===== config.mk =====
export PLATFORM = sky130hd
export DESIGN_NAME = ni_packetizer
export DESIGN_NICKNAME = d
export VERILOG_FILES = /design/src/rtl/ni_packetizer.sv
export SDC_FILE = /design/constraint.sdc
export NUM_CORES = 1
export LEC_CHECK = 0
export BUFFER_PORTS_ARGS = -buffer_cell sky130_fd_sc_hd__buf_2
export CAP_MARGIN = 20
export CORE_AREA = 10 10 70 115
export CTS_CLUSTER_DIAMETER = 30
export DETAILED_ROUTE_END_ITERATION = 10
export DIE_AREA = 0 0 80 125
export GPL_TIMING_DRIVEN = 0
export HOLD_SLACK_MARGIN = 0.03
export PLACE_DENSITY = 0.68
export SLEW_MARGIN = 20
export SYNTH_ARGS = -nofsm -noshare
export SYNTH_HDL_FRONTEND = slang
export SYNTH_SLANG_ARGS = --single-unit

===== constraint.sdc =====
create_clock -name clk -period 7.5 [get_ports clk]
set_clock_uncertainty 0.05 [all_clocks]
set_input_delay 0.75 -clock clk [delete_from_list [all_inputs] [get_ports clk]]
set_output_delay 0.75 -clock clk [all_outputs]
set_load 0.005 [all_outputs]

===== src/rtl/ni_packetizer.sv =====
// Source-side network interface: turns packet requests plus payload words into HEAD/BODY/TAIL flits
// under credit-based flow control. Optional credit-error flag is enabled by defining NI_CREDIT_CHECK_EN.
module ni_packetizer #(
   parameter int x_Current       = 0,
   parameter int y_Current       = 0,
   parameter int x_Des_Addr_Size = 2,
   parameter int y_Des_Addr_Size = 2,
   parameter int FLIT_DATA_W     = 32,
   parameter int MAX_BODY        = 8,
   parameter int BUFFER_DEPTH    = 4,
   localparam int LEN_W          = $clog2(MAX_BODY + 1),
   localparam int CNT_W          = $clog2(BUFFER_DEPTH + 1)
) (
   input  logic                       clk,
   input  logic                       rst,
   input  logic                       pkt_Valid,
   output logic                       pkt_Ready,
   input  logic [x_Des_Addr_Size-1:0] pkt_X_Dest,
   input  logic [y_Des_Addr_Size-1:0] pkt_Y_Dest,
   input  logic [LEN_W-1:0]           pkt_Len,
   input  logic                       data_Valid,
   output logic                       data_Ready,
   input  logic [FLIT_DATA_W-1:0]     data_In,
   output logic                       flit_Valid,
   output logic [FLIT_DATA_W+1:0]     flit_Out,
   input  logic                       credit_In,
`ifdef NI_CREDIT_CHECK_EN
   output logic                       cred_Err,
`endif
   output logic                       busy
);

   localparam int HDR_W = 2 * (x_Des_Addr_Size + y_Des_Addr_Size) + LEN_W;
   localparam logic [x_Des_Addr_Size-1:0] X_SRC = x_Des_Addr_Size'(x_Current);
   localparam logic [y_Des_Addr_Size-1:0] Y_SRC = y_Des_Addr_Size'(y_Current);
   localparam logic [CNT_W-1:0] FULL = CNT_W'(BUFFER_DEPTH);
   localparam logic [LEN_W-1:0] LEN_MAX = LEN_W'(MAX_BODY);

   localparam logic [1:0] T_HEAD     = 2'b00;
   localparam logic [1:0] T_BODY     = 2'b01;
   localparam logic [1:0] T_TAIL     = 2'b10;
   localparam logic [1:0] T_HEADTAIL = 2'b11;

   if (FLIT_DATA_W < HDR_W) begin : g_width_check
      $error("ni_packetizer: FLIT_DATA_W too narrow for the head flit fields");
   end

   typedef enum logic [1:0] {IDLE, HEAD, BODY} state_t;

   state_t                     state, next_state;
   logic [CNT_W-1:0]           credits;
   logic [LEN_W-1:0]           rem;
   logic [x_Des_Addr_Size-1:0] x_dest;
   logic [y_Des_Addr_Size-1:0] y_dest;
   logic                       accept, emit, has_credit, len_over;
   logic [LEN_W-1:0]           len_clamped;
   logic [1:0]                 flit_type;
   logic [FLIT_DATA_W-1:0]     flit_payload, head_payload;
   logic [HDR_W-1:0]           hdr;

   assign has_credit   = (credits != '0);
   assign accept       = pkt_Valid && pkt_Ready;
   assign len_over     = (pkt_Len > LEN_MAX);
   assign len_clamped  = len_over ? LEN_MAX : pkt_Len;
   // In HEAD, rem still holds the (clamped) packet length, so it doubles as the header len field.
   assign hdr          = {x_dest, y_dest, X_SRC, Y_SRC, rem};
   assign head_payload = FLIT_DATA_W'(hdr) << (FLIT_DATA_W - HDR_W);
   assign busy         = (state != IDLE);

   always_ff @(posedge clk) begin
      if (rst) state <= IDLE;
      else     state <= next_state;
   end

   always_comb begin
      next_state   = state;
      pkt_Ready    = 1'b0;
      data_Ready   = 1'b0;
      emit         = 1'b0;
      flit_type    = T_HEAD;
      flit_payload = '0;
      case (state)
         IDLE: begin
            pkt_Ready = !rst;
            if (pkt_Valid && !rst) next_state = HEAD;
         end
         HEAD: begin
            if (has_credit) begin
               emit         = 1'b1;
               flit_payload = head_payload;
               if (rem == '0) begin
                  flit_type  = T_HEADTAIL;
                  next_state = IDLE;
               end else begin
                  flit_type  = T_HEAD;
                  next_state = BODY;
               end
            end
         end
         BODY: begin
            data_Ready = has_credit && !rst;
            if (data_Valid && data_Ready) begin
               emit         = 1'b1;
               flit_payload = data_In;
               if (rem == LEN_W'(1)) begin
                  flit_type  = T_TAIL;
                  next_state = IDLE;
               end else begin
                  flit_type  = T_BODY;
               end
            end
         end
         default: next_state = IDLE;
      endcase
   end

   // Emission and a returned credit in the same cycle cancel; a credit at full count is dropped.
   always_ff @(posedge clk) begin
      if (rst) begin
         credits    <= FULL;
         rem        <= '0;
         x_dest     <= '0;
         y_dest     <= '0;
         flit_Valid <= 1'b0;
         flit_Out   <= '0;
      end else begin
         flit_Valid <= emit;
         if (emit) flit_Out <= {flit_type, flit_payload};
         if (accept) begin
            x_dest <= pkt_X_Dest;
            y_dest <= pkt_Y_Dest;
            rem    <= len_clamped;
         end else if (emit && state == BODY) begin
            rem <= rem - LEN_W'(1);
         end
         case ({emit, credit_In})
            2'b10:   credits <= credits - CNT_W'(1);
            2'b01:   if (credits != FULL) credits <= credits + CNT_W'(1);
            default: credits <= credits;
         endcase
      end
   end

`ifdef NI_CREDIT_CHECK_EN
   always_ff @(posedge clk) begin
      if (rst)
         cred_Err <= 1'b0;
      else if ((credit_In && !emit && credits == FULL) || (accept && len_over))
         cred_Err <= 1'b1;
   end
`endif

endmodule


==> impl_summary.md, run 1 <==
Placed design
The number of placed instances with taps included is 400. The placed wire-length estimate is 4980 um. Port buffering added 81 buffers. At the end of routability-driven placement, the weighted congestion stood at 0.826.

Layout
The area taken by multi-input logic gates is 1230 um2. The repair_antennas step left the layout with diodes totalling 0. Leaving out fill and tap cells, the most frequent cell in the layout is sky130_fd_sc_hd__buf_2. In the final layout, the share of cells above drive strength 1 is 43.0%. The net total in the final layout is 379. The filler cell count is 640. Leaving out fill and tap cells, the most frequent cells in the layout are sky130_fd_sc_hd__buf_2, sky130_fd_sc_hd__dfxtp_1, sky130_fd_sc_hd__nor2_1, sky130_fd_sc_hd__a22oi_2, sky130_fd_sc_hd__nand2_1. For this run, the number of standard cells in the final layout without fillers is 408.

The register cell area after layout is 961 um2. Compared with the post-synthesis result, the final layout area differs by 26.6%.

Logic synthesis
The share of synthesized area occupied by flip-flops and latches is 40.7%. The share of flip-flops with an asynchronous set or reset is 0%. The register bit total from synthesis is 48. The post-synthesis instance area is 2360 um2. The number of cells produced by synthesis is 239. The number of nets in the synthesized netlist is 291. Of all cell types, the one taking the most synthesized area is sky130_fd_sc_hd__dfxtp_1. The dominant register cell in the synthesized netlist is sky130_fd_sc_hd__dfxtp_1. The number of flops mapped to enable cells by yosys is 0. The count of cell types in the netlist is 44. Yosys attributes the largest share of cell area to sky130_fd_sc_hd__dfxtp_1, sky130_fd_sc_hd__a22oi_2, sky130_fd_sc_hd__nor2_1, sky130_fd_sc_hd__a221oi_2, sky130_fd_sc_hd__buf_6. The Yosys step of the flow raised 0 warnings. In this run the biggest area consumer among cell types represents 40.7% of the synthesized area. The average cell area after synthesis is 9.87 um2.

Worst setup path
Of all nets on the critical path, the largest fanout is 10. The longest individual stage delay on the worst path is 0.54 ns. Data on the critical path is required at its endpoint by 7.71 ns. The worst path arrival time is 3.04 ns. The signal on the critical path passes through inv_1, ha_1, and3b_4, o211ai_4, nand2_1, fa_1, or4_1, a21o_1, nand3_2. The type of destination of the critical path is a flop. For this design, the slowest cell found on the critical path is sky130_fd_sc_hd__or4_1. The worst setup path is launched from a flop.

The category of the most critical setup path is reg -> reg.

STA
The number of setup violations in the final report is 0. For the pin with the worst max-slew slack, the measured transition is 0.626 ns. The total count of hold-check failures in the final report is 0. The final count of pins violating max slew is 0. The sum of negative setup slack is 0 ns.

For the finished layout, the period the worst path requires is 2.83 ns. Headroom to the max-slew limit came out at 58.2%. The post-route fraction of the period consumed by the critical path is 37.7%.

For this run, the top clock speed supported by timing is 353 MHz. Setup repair after global routing left no endpoint under its margin.

Detailed routing
After detailed routing, the number of remaining DRC violations is 0. The number of nets with antenna violations after routing is 0. The initial detailed-routing violation count is 89. Dividing the detail-routed wire length by the instance count gives 15.4 um.

The number of vias in the routed layout is 2036. The first detailed-routing pass took 4 iterations. In the routed layout, each cell is associated on average with a via count of 4.99. The sum of routed wire length over all layers is 6270 um.

Floorplan
The y dimension of the die is 125 um. The chip width is 80 um. In this run the count of I/O pins placed on the die edge is 83.

The initial standard-cell utilization of the core is 38.2%. The floorplan step defined a die boundary enclosing 10000 um2. The total area inside the core boundary comes to 6180 um2. The row count is 38.

GRT
The number of antenna violations at the first check in global routing came to 0. The first global-routing pass estimated 10200 um of wire. The via count of the first global-routing pass is 2101. Global routing finished with a remaining overflow of 0. For this run, the total global-route usage over all layers was measured as 12.4%. The pin count of the biggest net entering global routing is 16.

CTS
The clock-pin transition on the worst setup and hold timing paths is 0.10 ns. CTS saw 48 sinks. TritonCTS built the clock tree. Buffers inserted to repair hold after CTS numbered 0. The H-tree level count is 2. The quantity of gates resized following cts is 0. The root buffer cell is sky130_fd_sc_hd__clkbuf_8. The deepest clock path buffer count is 2. The source-to-sink clock delay at the later pin of the worst-skew pair is 0.31 ns. The number of buffers added by the clock tree synthesis step is 5.

Buffers added to address setup during post-CTS repair amount to 0.

Hold path
The worst hold path belongs to the class reg -> reg.

Status
The run finished with clean final reports.

Pwr
In this run the power density over the cells is 188 nW/um2. VDD sags by at most 0.0918 mV. The standby leakage power is 0.00129 uW.

Run
The tool flagged a number of max-cap violations equal to 0.
## report_power, final
part / leakage, uW / internal [uW] / switching (uW)
combinational: 0.000840 / 37.5 / 51.9
clock: 0.0000614 / 109 / 87.3
sequential: 0.000389 / 265 / 9.63
total: 0.00129 / 411 / 149
## routing by layer
layer  vias to the layer above  track usage [%]  wire length [um]  share of wire (%)
li1                       1025                -                 -                  -
met1                       943             13.0              2390                 38
met2                        62             22.4              3330                 53
met3                         6             4.02               477                7.6
met4                         0             3.75                77                1.2
met5                         -                0                 0                  0
## stage by stage
step                hold WS [ns]  worst slack (ns)  cell area, um2  util (%)  power, uW
floorplan                  0.412              4.83            2360         -        336
global placement           0.433              4.53            2870      46.4        368
detailed placement         0.440              4.48            2870      46.4        371
CTS                        0.453              4.67            2990      48.3        567
global route               0.481              4.53            2990      48.3        588
finish                     0.450              4.67            2990      48.3        560
## final timing paths
kind | to | from | slack, ns | cells after the start
max | credits[2] | state[0] | 4.67 | 9
min | flit_Out[21] | flit_Out[21] | 0.45 | 2
max reg2reg | credits[2] | state[0] | 4.67 | 9
min reg2reg | flit_Out[21] | flit_Out[21] | 0.45 | 2
## kinds of logic (layout without fill, tap and decap cells)
group           Yosys count  in the layout  share of synthesized area, %
compound gates           63             63                          27.4
buf+inv                  26            115                          6.95
fa+ha+maj                 7              7                          4.03
xor+xnor                  4              4                          1.48
simple gates             91             91                          19.4
flops                    48             48                          40.7
## registers in the layout, indices dropped and copies added, names as in the netlist
register,flops
flit_Out,34
rem,4
credits,3
state,2
x_dest,2
y_dest,2
flit_Valid,1
## critical path, delay by kind of cell (launching register included)
kind / cells / cell delay [ns]
and+or+nand+nor: 4 / 1.01
adders and majority gates: 2 / 0.73
AOI/OAI and AO/OA: 2 / 0.56
DFF: 1 / 0.37
buffers and inverters: 1 / 0.07
## cells in the mapped netlist, types with 2 or more instances
cell                       count
sky130_fd_sc_hd__dfxtp_1      48
sky130_fd_sc_hd__nor2_1       45
sky130_fd_sc_hd__a22oi_2      20
sky130_fd_sc_hd__nand2_1      11
sky130_fd_sc_hd__a221oi_2      8
sky130_fd_sc_hd__buf_6         8
sky130_fd_sc_hd__inv_1         8
sky130_fd_sc_hd__clkbuf_1      7
sky130_fd_sc_hd__a21oi_1       6
sky130_fd_sc_hd__ha_1          6
sky130_fd_sc_hd__nand3_1       6
sky130_fd_sc_hd__a211oi_1      5
sky130_fd_sc_hd__nand2b_1      5
sky130_fd_sc_hd__nor3_1        5
sky130_fd_sc_hd__nor3_2        5
sky130_fd_sc_hd__o21ai_0       5
sky130_fd_sc_hd__a22oi_1       4
sky130_fd_sc_hd__a31oi_1       4
sky130_fd_sc_hd__or3_1         3
sky130_fd_sc_hd__xnor2_1       3
sky130_fd_sc_hd__and2_1        2
sky130_fd_sc_hd__buf_2         2
sky130_fd_sc_hd__o22ai_1       2
## area by class of cell
| type | count | share of cell area, % |
|---|---|---|
| well taps | 80 | 3.35 |
| repair buffers | 81 | 13.6 |
| clock buffers | 6 | 2.76 |
| multi-input cells | 165 | 41.3 |
| inverters | 8 | 1.01 |
| clock inverters | 2 | 1.30 |
| plain buffers | 18 | 4.48 |
| flip-flops and latches | 48 | 32.2 |
Note: power is estimated with default switching activity, not from simulation.
==> run 2: changes to the inputs <==
- PLACE_DENSITY: 0.68 -> 0.71
- clock period: 7.5 -> 2.6 ns (I/O delays scaled with it)
==> impl_summary.md, run 2 (synthesized netlist as in run 1, its figures left out) <==
Floorplan
The y dimension of the die is 125 um (unchanged). The chip width is 80 um (unchanged). The row count was 38 (unchanged). The total core area is 6180 um2 (unchanged).

The floorplan die area is 10000 um2 (unchanged). The initial standard-cell utilization of the core is 38.2% (unchanged). The I/O pin count is 83 (unchanged).

STA
The maximum frequency from static timing analysis is 403 MHz (+14%). The number of setup violations in the final report is 0 (unchanged). The total count of hold-check failures in the final report is 0 (unchanged). The worst hold margin is 0.105 ns (-0.346 ns). The actual slew at the worst max-slew pin came to 0.597 ns (-0.0296 ns).

The final count of pins violating max slew is 0 (unchanged). The final critical-path required period came to 2.48 ns (-0.351 ns). Setup repair after global routing left no endpoint under its margin. The post-route fraction of the period consumed by the critical path is 95.4% (+58 points). The normalized max-slew margin came to 60.2% (+2.0 points).

CTS
The number of hold-repair buffers added at the cts stage is 0 (unchanged). The H-tree level count is 2 (unchanged). The deepest clock path buffer count is 2 (unchanged). The clock net sink count is 48 (unchanged).

The clock tree from TritonCTS is done. The source-to-sink clock delay at the later pin of the worst-skew pair is 0.30 ns (about the same). The clock-pin transition on the worst setup and hold timing paths is 0.09 ns (about the same). The tree is rooted in a sky130_fd_sc_hd__clkbuf_8. The number of buffers added by the clock tree synthesis step is 5 (unchanged).

Hold path
In this run the worst hold path is classified as in -> reg. The end of the worst hold path is x_dest[1]. In this run the most critical hold path is launched from pkt_X_Dest[1]. The count of cells along the worst hold path was 3 (+1).

Detailed routing
The final routed wire length divided by cell count came to 14.9 um (-2.8%). The number of nets with antenna violations after routing is 0 (unchanged). The initial detailed-routing violation count is 93 (+4.5%). The residual DRC count is 0 (unchanged).

The number of vias per cell after detailed routing is 5.00 (about the same). The number of iterations in the first detailed-routing pass is 4 (unchanged). The number of vias in the routed layout is 2043 (+0.34%). The sum of routed wire length over all layers is 6110 um (-2.6%).

Pwr
The highest ir drop seen on vdd came to 0.341 mV (+270%). The switching fraction of total power is 28.1% (+1.5 points). The fraction of power consumed by the clock network is 30.7% (-4.4 points). The combinational fraction of design power is 17.3% (+1.3 points). The standby leakage power came to 0.00127 uW (-1.2%). The switching power is 426 uW (+190%). The total power density per cell area is 511 nW/um2 (+170%).

The fraction of power consumed by sequential logic is 52.1% (+3.1 points). The internal power consumption was 1090 uW (+170%).

Layout
The fraction of final layout cells with drive strength greater than 1 is 43.5% (+0.48 points). The largest registers in the layout are flit_Out: 34 flops, rem: 4 flops, credits: 3 flops. The filler cell count is 620 (-3.1%). The growth of design area from synthesis to finish is 25.9%. The leading cell type in the layout, fill and taps excluded is sky130_fd_sc_hd__buf_2. The area taken by multi-input logic gates was 1240 um2 (+0.41%). The top cell types in the final layout, fill and taps aside, are sky130_fd_sc_hd__buf_2, sky130_fd_sc_hd__dfxtp_1, sky130_fd_sc_hd__nor2_1, sky130_fd_sc_hd__a22oi_2, sky130_fd_sc_hd__nand2_1. The post-route non-filler standard cell count was 409 (+0.25%). The antenna cell count is 0 (unchanged).

The top register by number of flip-flops is flit_Out. The net total in the final layout was 380 (+0.26%). The flip-flop count of the largest register after layout is 34 (unchanged). The register cell area after layout is 961 um2 (unchanged).

GRT
The number of antenna violations at the first check in global routing is 0 (unchanged). The via count of the first global-routing pass came to 2232 (+6.2%). The wire length of the first global-routing pass is 10300 um (+0.68%).

The total overflow reported by the global router is 0 (unchanged). The pin count of the biggest net entering global routing is 15 (-1). The global router's overall resource usage is 12.4% (-0.034 points).

Worst setup path
In this design, the largest share of critical-path delay is due to simple AND/OR/NAND/NOR gates. The register-to-register setup slack came to 0.12 ns (-4.55 ns). The longest individual stage delay on the worst path is 0.54 ns (about the same). The depth of the most critical reg-to-reg path is 9 (unchanged). The critical-path maximum fanout is 6 (-4). The buffering stage count on the worst path with inverters included is 1 (unchanged). The startpoint of the worst setup timing path is state[0]. The worst path arrival time came to 2.68 ns (-0.36 ns).

The worst setup path is captured at a flop. The reg-to-reg critical path endpoint is credits[2]. The slowest cell on the critical path is sky130_fd_sc_hd__or4_1. The signal on the critical path passes through inv_1, ha_2, and3b_4, o211ai_4, nand2_1, fa_2, or4_1, a21o_1, nand3_2. The category of the most critical setup path is reg -> reg. The startpoint identified for the worst register-to-register timing path is state[0]. The sort of element at the start of the critical path is a flop. The total stage count of the critical path is 9 (unchanged).

The required time of the critical path is 2.80 ns (-4.91 ns).

Placed design
The number of placed instances with taps included is 400 (unchanged). The routability-driven placement congestion ratio is 0.830 (+0.53%). The placed wire-length estimate came to 4850 um (-2.7%). The number of port buffers is 81 (unchanged).

Run
The number of max-cap violations is 0 (unchanged).

Status
The run finished with clean final reports.
[run 2: cell types whose count changed in the layout (fill, tap and decap cells not counted), sizes merged]
| cell | delta |
|---|---|
| bufinv | -1 |
| clkinvlp | +1 |
| clkinv | -1 |
| buf | +1 |
| clkbuf | +1 |
[run 2: per-layer routing]
metal  GRT usage [%]  vias up  wire length, um
met5               0        -                0
met4            3.85        0               87
met3            6.38        8              659
met2            20.4       74             3020
met1            13.2      931             2340
li1                -     1030                -
[run 2: what timing repair did]
item                       4_1_cts  5_1_grt
setup endpoints to repair        1        1
gates resized for setup          0        1
buffers inserted                 1        0
pin swaps                        1        0
[run 2: worst min-delay path: cells and delay by family]
kind,cells,cell delay (ns)
AOI/OAI and AO/OA,1,0.05
buffers and inverters,1,0.07
and+or+nand+nor,1,0.03
[run 2: metrics by stage]
step / utilization, % / total power (uW) / cell area [um2] / setup TNS (ns) / worst slack (ns)
after floorplan: - / 971 / 2360 / 0 / 0.0385
after global placement: 46.4 / 1060 / 2870 / -0.0979 / -0.0979
after detailed placement: 46.4 / 1070 / 2870 / -0.171 / -0.171
after CTS: 48.0 / 1530 / 2970 / 0 / 0.0723
after global routing: 48.1 / 1590 / 2970 / 0 / 0.0246
final: 48.1 / 1520 / 2970 / 0 / 0.120
[run 2: final cells by class]
cell class                 instances  area share [%]
tap                               80            3.37
sequential                        48            32.3
buffer                            18            4.51
clock inverter                     1           0.253
clock buffer                       7            2.91
inverter                           8            1.01
timing repair buffer              82            13.9
multi-input combinational        165            41.7
[run 2: worst max path at each step]
stage | slack, ns | endpoint
floorplan | 0.04 | credits[2]
global placement | -0.1 | credits[2]
detailed placement | -0.17 | credits[2]
CTS | 0.07 | credits[2]
global route | 0.02 | credits[2]
finish | 0.12 | credits[2]
[run 2: power groups by stage]
| stage | combinational, uW | sequential, uW | clock, uW |
|---|---|---|---|
| 2_1_floorplan | 168 | 803 | 0 |
| 3_3_place_gp | 253 | 807 | 0 |
| 3_5_place_dp | 262 | 807 | 0 |
| 4_1_cts | 265 | 790 | 480 |
| 5_1_grt | 295 | 796 | 505 |
| 6_report | 262 | 790 | 465 |
==> run 3: changes to the inputs <==
- ABC_AREA: default -> 1
- CORE_AREA: 10 10 70 115 -> 10 10 68 112
- DIE_AREA: 0 0 80 125 -> 0 0 78 122
==> impl_summary.md, run 3 <==
Logic synthesis
The post-synthesis instance area was 2200 um2 (-6.8%). The count of synthesis-stage warnings from yosys came to 0 (unchanged). The share of Yosys cell area claimed by the top area cell type is 43.7% (+3.0 points). In the post-synthesis netlist, the biggest area contributors are sky130_fd_sc_hd__dfxtp_1, sky130_fd_sc_hd__nand2_1, sky130_fd_sc_hd__nand3_1, sky130_fd_sc_hd__a21oi_1, sky130_fd_sc_hd__ha_1.

The share of synthesized area occupied by flip-flops and latches is 43.7% (+3.0 points). The number of nets in the synthesized netlist is 333 (+14%). The number of cells produced by synthesis is 281 (+18%). Among all flip-flop cells after synthesis, the most frequent one is sky130_fd_sc_hd__dfxtp_1. The share of flip-flops with an asynchronous set or reset was 0% (unchanged).

The number of flops mapped to enable cells by yosys is 0 (unchanged). The commonest cells after synthesis are sky130_fd_sc_hd__nand2_1, sky130_fd_sc_hd__dfxtp_1, sky130_fd_sc_hd__nand3_1, sky130_fd_sc_hd__a21oi_1. The average cell area after synthesis is 7.83 um2 (-21%). The most frequent cell after synthesis is sky130_fd_sc_hd__nand2_1.

The count of cell types in the netlist is 30 (-32%). The register bit total from synthesis is 48 (unchanged). Summed over all instances, the cell type with the most area after synthesis is sky130_fd_sc_hd__dfxtp_1.

CTS
The number of buffers added by the clock tree synthesis step is 5 (unchanged). TritonCTS built the clock tree. The clock net sink count is 48 (unchanged). The root buffer cell is sky130_fd_sc_hd__clkbuf_8. The number of hold-repair buffers added at the cts stage was 0 (unchanged). The quantity of gates resized following cts is 0 (unchanged).

The clock-pin transition on the worst setup and hold timing paths is 0.09 ns (about the same). The H-tree level count is 2 (unchanged). The deepest clock path buffer count is 2 (unchanged). The source-to-sink clock delay at the later pin of the worst-skew pair came to 0.31 ns (about the same). The buffer count from post-CTS setup fixing is 0 (-1).

Placed design
The placed wire-length estimate is 4820 um (-0.51%). The routability-driven placement congestion ratio was 0.847 (+2.1%). The worst setup slack after placement is 0.553 ns (+0.724 ns).

The number of port buffers is 82 (+1.2%).

GRT
The most congested layer reported by global routing is met2. The total overflow reported by the global router was 0 (unchanged). The number of antenna violations at the first check in global routing is 0 (unchanged).

The via count of the first global-routing pass is 2193 (-1.7%). The global router's overall resource usage is 12.7% (+0.36 points). The global routing met2 resource utilization is 23.8% (+3.3 points). The wire length of the first global-routing pass is 10000 um (-2.3%). The routing usage on met3 came to 4.50% (-1.9 points). The routing usage on met1 is 12.0% (-1.2 points). The pin count of the biggest net entering global routing is 15 (unchanged).

Layout
The net total in the final layout is 422 (+11%). The library cell used most frequently in the layout, excluding fill and tap cells, is sky130_fd_sc_hd__buf_2. The flip-flop count of the largest register after layout is 34 (unchanged). The largest registers in the layout are flit_Out: 34 flops, rem: 4 flops, credits: 3 flops.

The fraction of final layout cells with drive strength greater than 1 came to 32.6% (-11 points). The growth of design area from synthesis to finish is 27.4%. The core utilization of the finished layout is 48.4% (+0.33 points). The antenna cell count is 0 (unchanged).

The register with the most flip-flops in the final layout is flit_Out. Leaving out fill and tap cells, the most frequent cells in the layout are sky130_fd_sc_hd__buf_2, sky130_fd_sc_hd__nand2_1, sky130_fd_sc_hd__dfxtp_1, sky130_fd_sc_hd__nand3_1, sky130_fd_sc_hd__a21oi_1.

Worst setup path
The worst register-to-register path ends at credits[2]. The required time of the critical path is 2.73 ns (-0.07 ns). The largest individual stage delay along the critical path comes from the cell sky130_fd_sc_hd__fa_1.

The type of destination of the critical path is a flop. The most used cell along the critical path is sky130_fd_sc_hd__nand2_1. The register-to-register setup slack came to 0.56 ns (+0.44 ns).

The sort of element at the start of the critical path is a flop. The critical-path maximum fanout is 10 (+4). The buffering stage count on the worst path with inverters included is 2 (+1). Traced cell by cell, the critical path runs through inv_1, ha_1, nand4_4, nand2_4, nand2_8, nand2_2, fa_1, inv_1, nand2_1, nand2_1, nand2_1, nand2_1, nand3_1. The category of cells accounting for the largest share of critical-path delay is simple AND/OR/NAND/NOR gates. The worst path arrival time is 2.16 ns (-0.52 ns). The depth of the most critical reg-to-reg path is 13 (+4).

The critical register-to-register path startpoint is state[0]. The longest individual stage delay on the worst path is 0.38 ns (-0.16 ns). The category of the most critical setup path is reg -> reg.

STA
The final critical-path required period is 2.04 ns (-0.444 ns). The post-route fraction of the period consumed by the critical path is 78.3% (-17 points). The sum of negative setup slack was 0 ns (unchanged). Setup repair after global routing left no endpoint under its margin. The minimum setup slack in the final design is 0.564 ns (+0.444 ns). The final count of pins violating max slew was 0 (unchanged).

The actual slew at the worst max-slew pin was 0.457 ns (-0.140 ns). The number of setup violations in the final report was 0 (unchanged). The total count of hold-check failures in the final report came to 0 (unchanged). The maximum frequency from static timing analysis was 491 MHz (+22%).

The normalized max-slew margin is 69.5% (+9.3 points).

Floorplan
The y dimension of the die is 122 um (-2.4%). The row count is 37 (-2.6%). The I/O pin count was 83 (unchanged). The chip width is 78 um (-2.5%). The initial standard-cell utilization of the core is 38.0% (-0.17 points). The total core area came to 5790 um2 (-6.4%). The floorplan die area came to 9520 um2 (-4.8%).

Hold path
The count of cells along the worst hold path is 3 (unchanged). The end of the worst hold path is x_dest[0]. The tightest min-delay check is of the in -> reg type. The worst hold path startpoint is pkt_X_Dest[0].

Detailed routing
The number of iterations in the first detailed-routing pass was 4 (unchanged). The final routed wire length divided by cell count is 13.5 um (-9.5%). The number of vias in the routed layout was 2122 (+3.9%). The initial detailed-routing violation count is 102 (+9.7%). The sum of routed wire length over all layers is 6070 um (-0.61%). The residual DRC count is 0 (unchanged). The number of nets with antenna violations after routing was 0 (unchanged).

The number of vias per cell after detailed routing was 4.73 (-5.4%).

Pwr
The highest ir drop seen on vdd is 0.489 mV (+43%). The total power density per cell area is 669 nW/um2 (+31%). The standby leakage power was 0.00126 uW (-0.86%).

Run
The number of max-cap violations was 0 (unchanged).

Status
The flow ran to the end, and the final reports show no timing, DRC or antenna violations.
run 3: cell types whose count changed in the layout (fill, tap and decap cells not counted), moves of 14 or more:
cell | previous run | this run
sky130_fd_sc_hd__a21oi_1 | 6 | 29
sky130_fd_sc_hd__nand3_1 | 6 | 34
sky130_fd_sc_hd__nor2_1 | 45 | 9
sky130_fd_sc_hd__o21ai_1 | 0 | 14
sky130_fd_sc_hd__a22oi_2 | 20 | 0
sky130_fd_sc_hd__nand2_1 | 11 | 71
run 3: how the worst max path moves through the flow:
stage / start / endpoint / slack [ns] / cells past startpoint
after floorplan: state[0] / credits[2] / 0.73 / 13
after global placement: state[0] / credits[2] / 0.60 / 13
after detailed placement: state[0] / credits[2] / 0.55 / 13
after CTS: state[0] / credits[2] / 0.54 / 13
after global routing: state[0] / credits[2] / 0.37 / 13
final: state[0] / credits[2] / 0.56 / 13
run 3: logic make-up after synthesis:
family | count (synthesis) | synth area share, %
buffers and inverters | 34 | 7.96
adders and majority gates | 7 | 4.32
and+or+nand+nor | 130 | 28.3
AOI/OAI and AO/OA | 60 | 14.9
xor gates and xnor gates | 2 | 0.797
DFF | 48 | 43.7
run 3: worst register-to-register path: cells and delay by family, from the launching register on:
family / cells / cell delay, ns
DFF: 1 / 0.36
buffers and inverters: 2 / 0.14
and+or+nand+nor: 9 / 0.71
adders and majority gates: 2 / 0.65
run 3: cell type report:
| class | instances | area [um2] |
|---|---|---|
| Fill cell | 609 | 2990 |
| Tap cell | 78 | 97.6 |
| Clock buffer | 7 | 86.3 |
| Inverter | 18 | 67.6 |
| Timing Repair Buffer | 82 | 410 |
| Clock inverter | 1 | 7.51 |
| Sequential cell | 48 | 961 |
| Buffer | 16 | 108 |
| Multi-Input combinational cell | 199 | 1060 |
run 3: power breakdown:
part / internal [uW] / leakage, uW / total [uW] / switching (uW)
Sequential: 802 / 0.000389 / 855 / 52.4
Combinational: 218 / 0.000830 / 549 / 332
Clock: 216 / 0.0000445 / 469 / 253
Total: 1240 / 0.00126 / 1870 / 637
run 3: per-stage QoR:
step | power [uW] | hold WS (ns) | instance area, um2 | cells
floorplan | 1270 | 0.320 | 2200 | 281
global placement | 1410 | 0.394 | 2710 | 441
detailed placement | 1430 | 0.398 | 2710 | 441
CTS | 1900 | 0.0852 | 2800 | 449
global route | 2010 | 0.0882 | 2800 | 449
finish | 1870 | 0.0915 | 2800 | 449
run 3: routing by layer:
metal / vias up / share of wire [%]
met5: - / 0
met4: 0 / 2.1
met3: 10 / 6.4
met2: 57 / 53
met1: 953 / 39
li1: 1102 / -
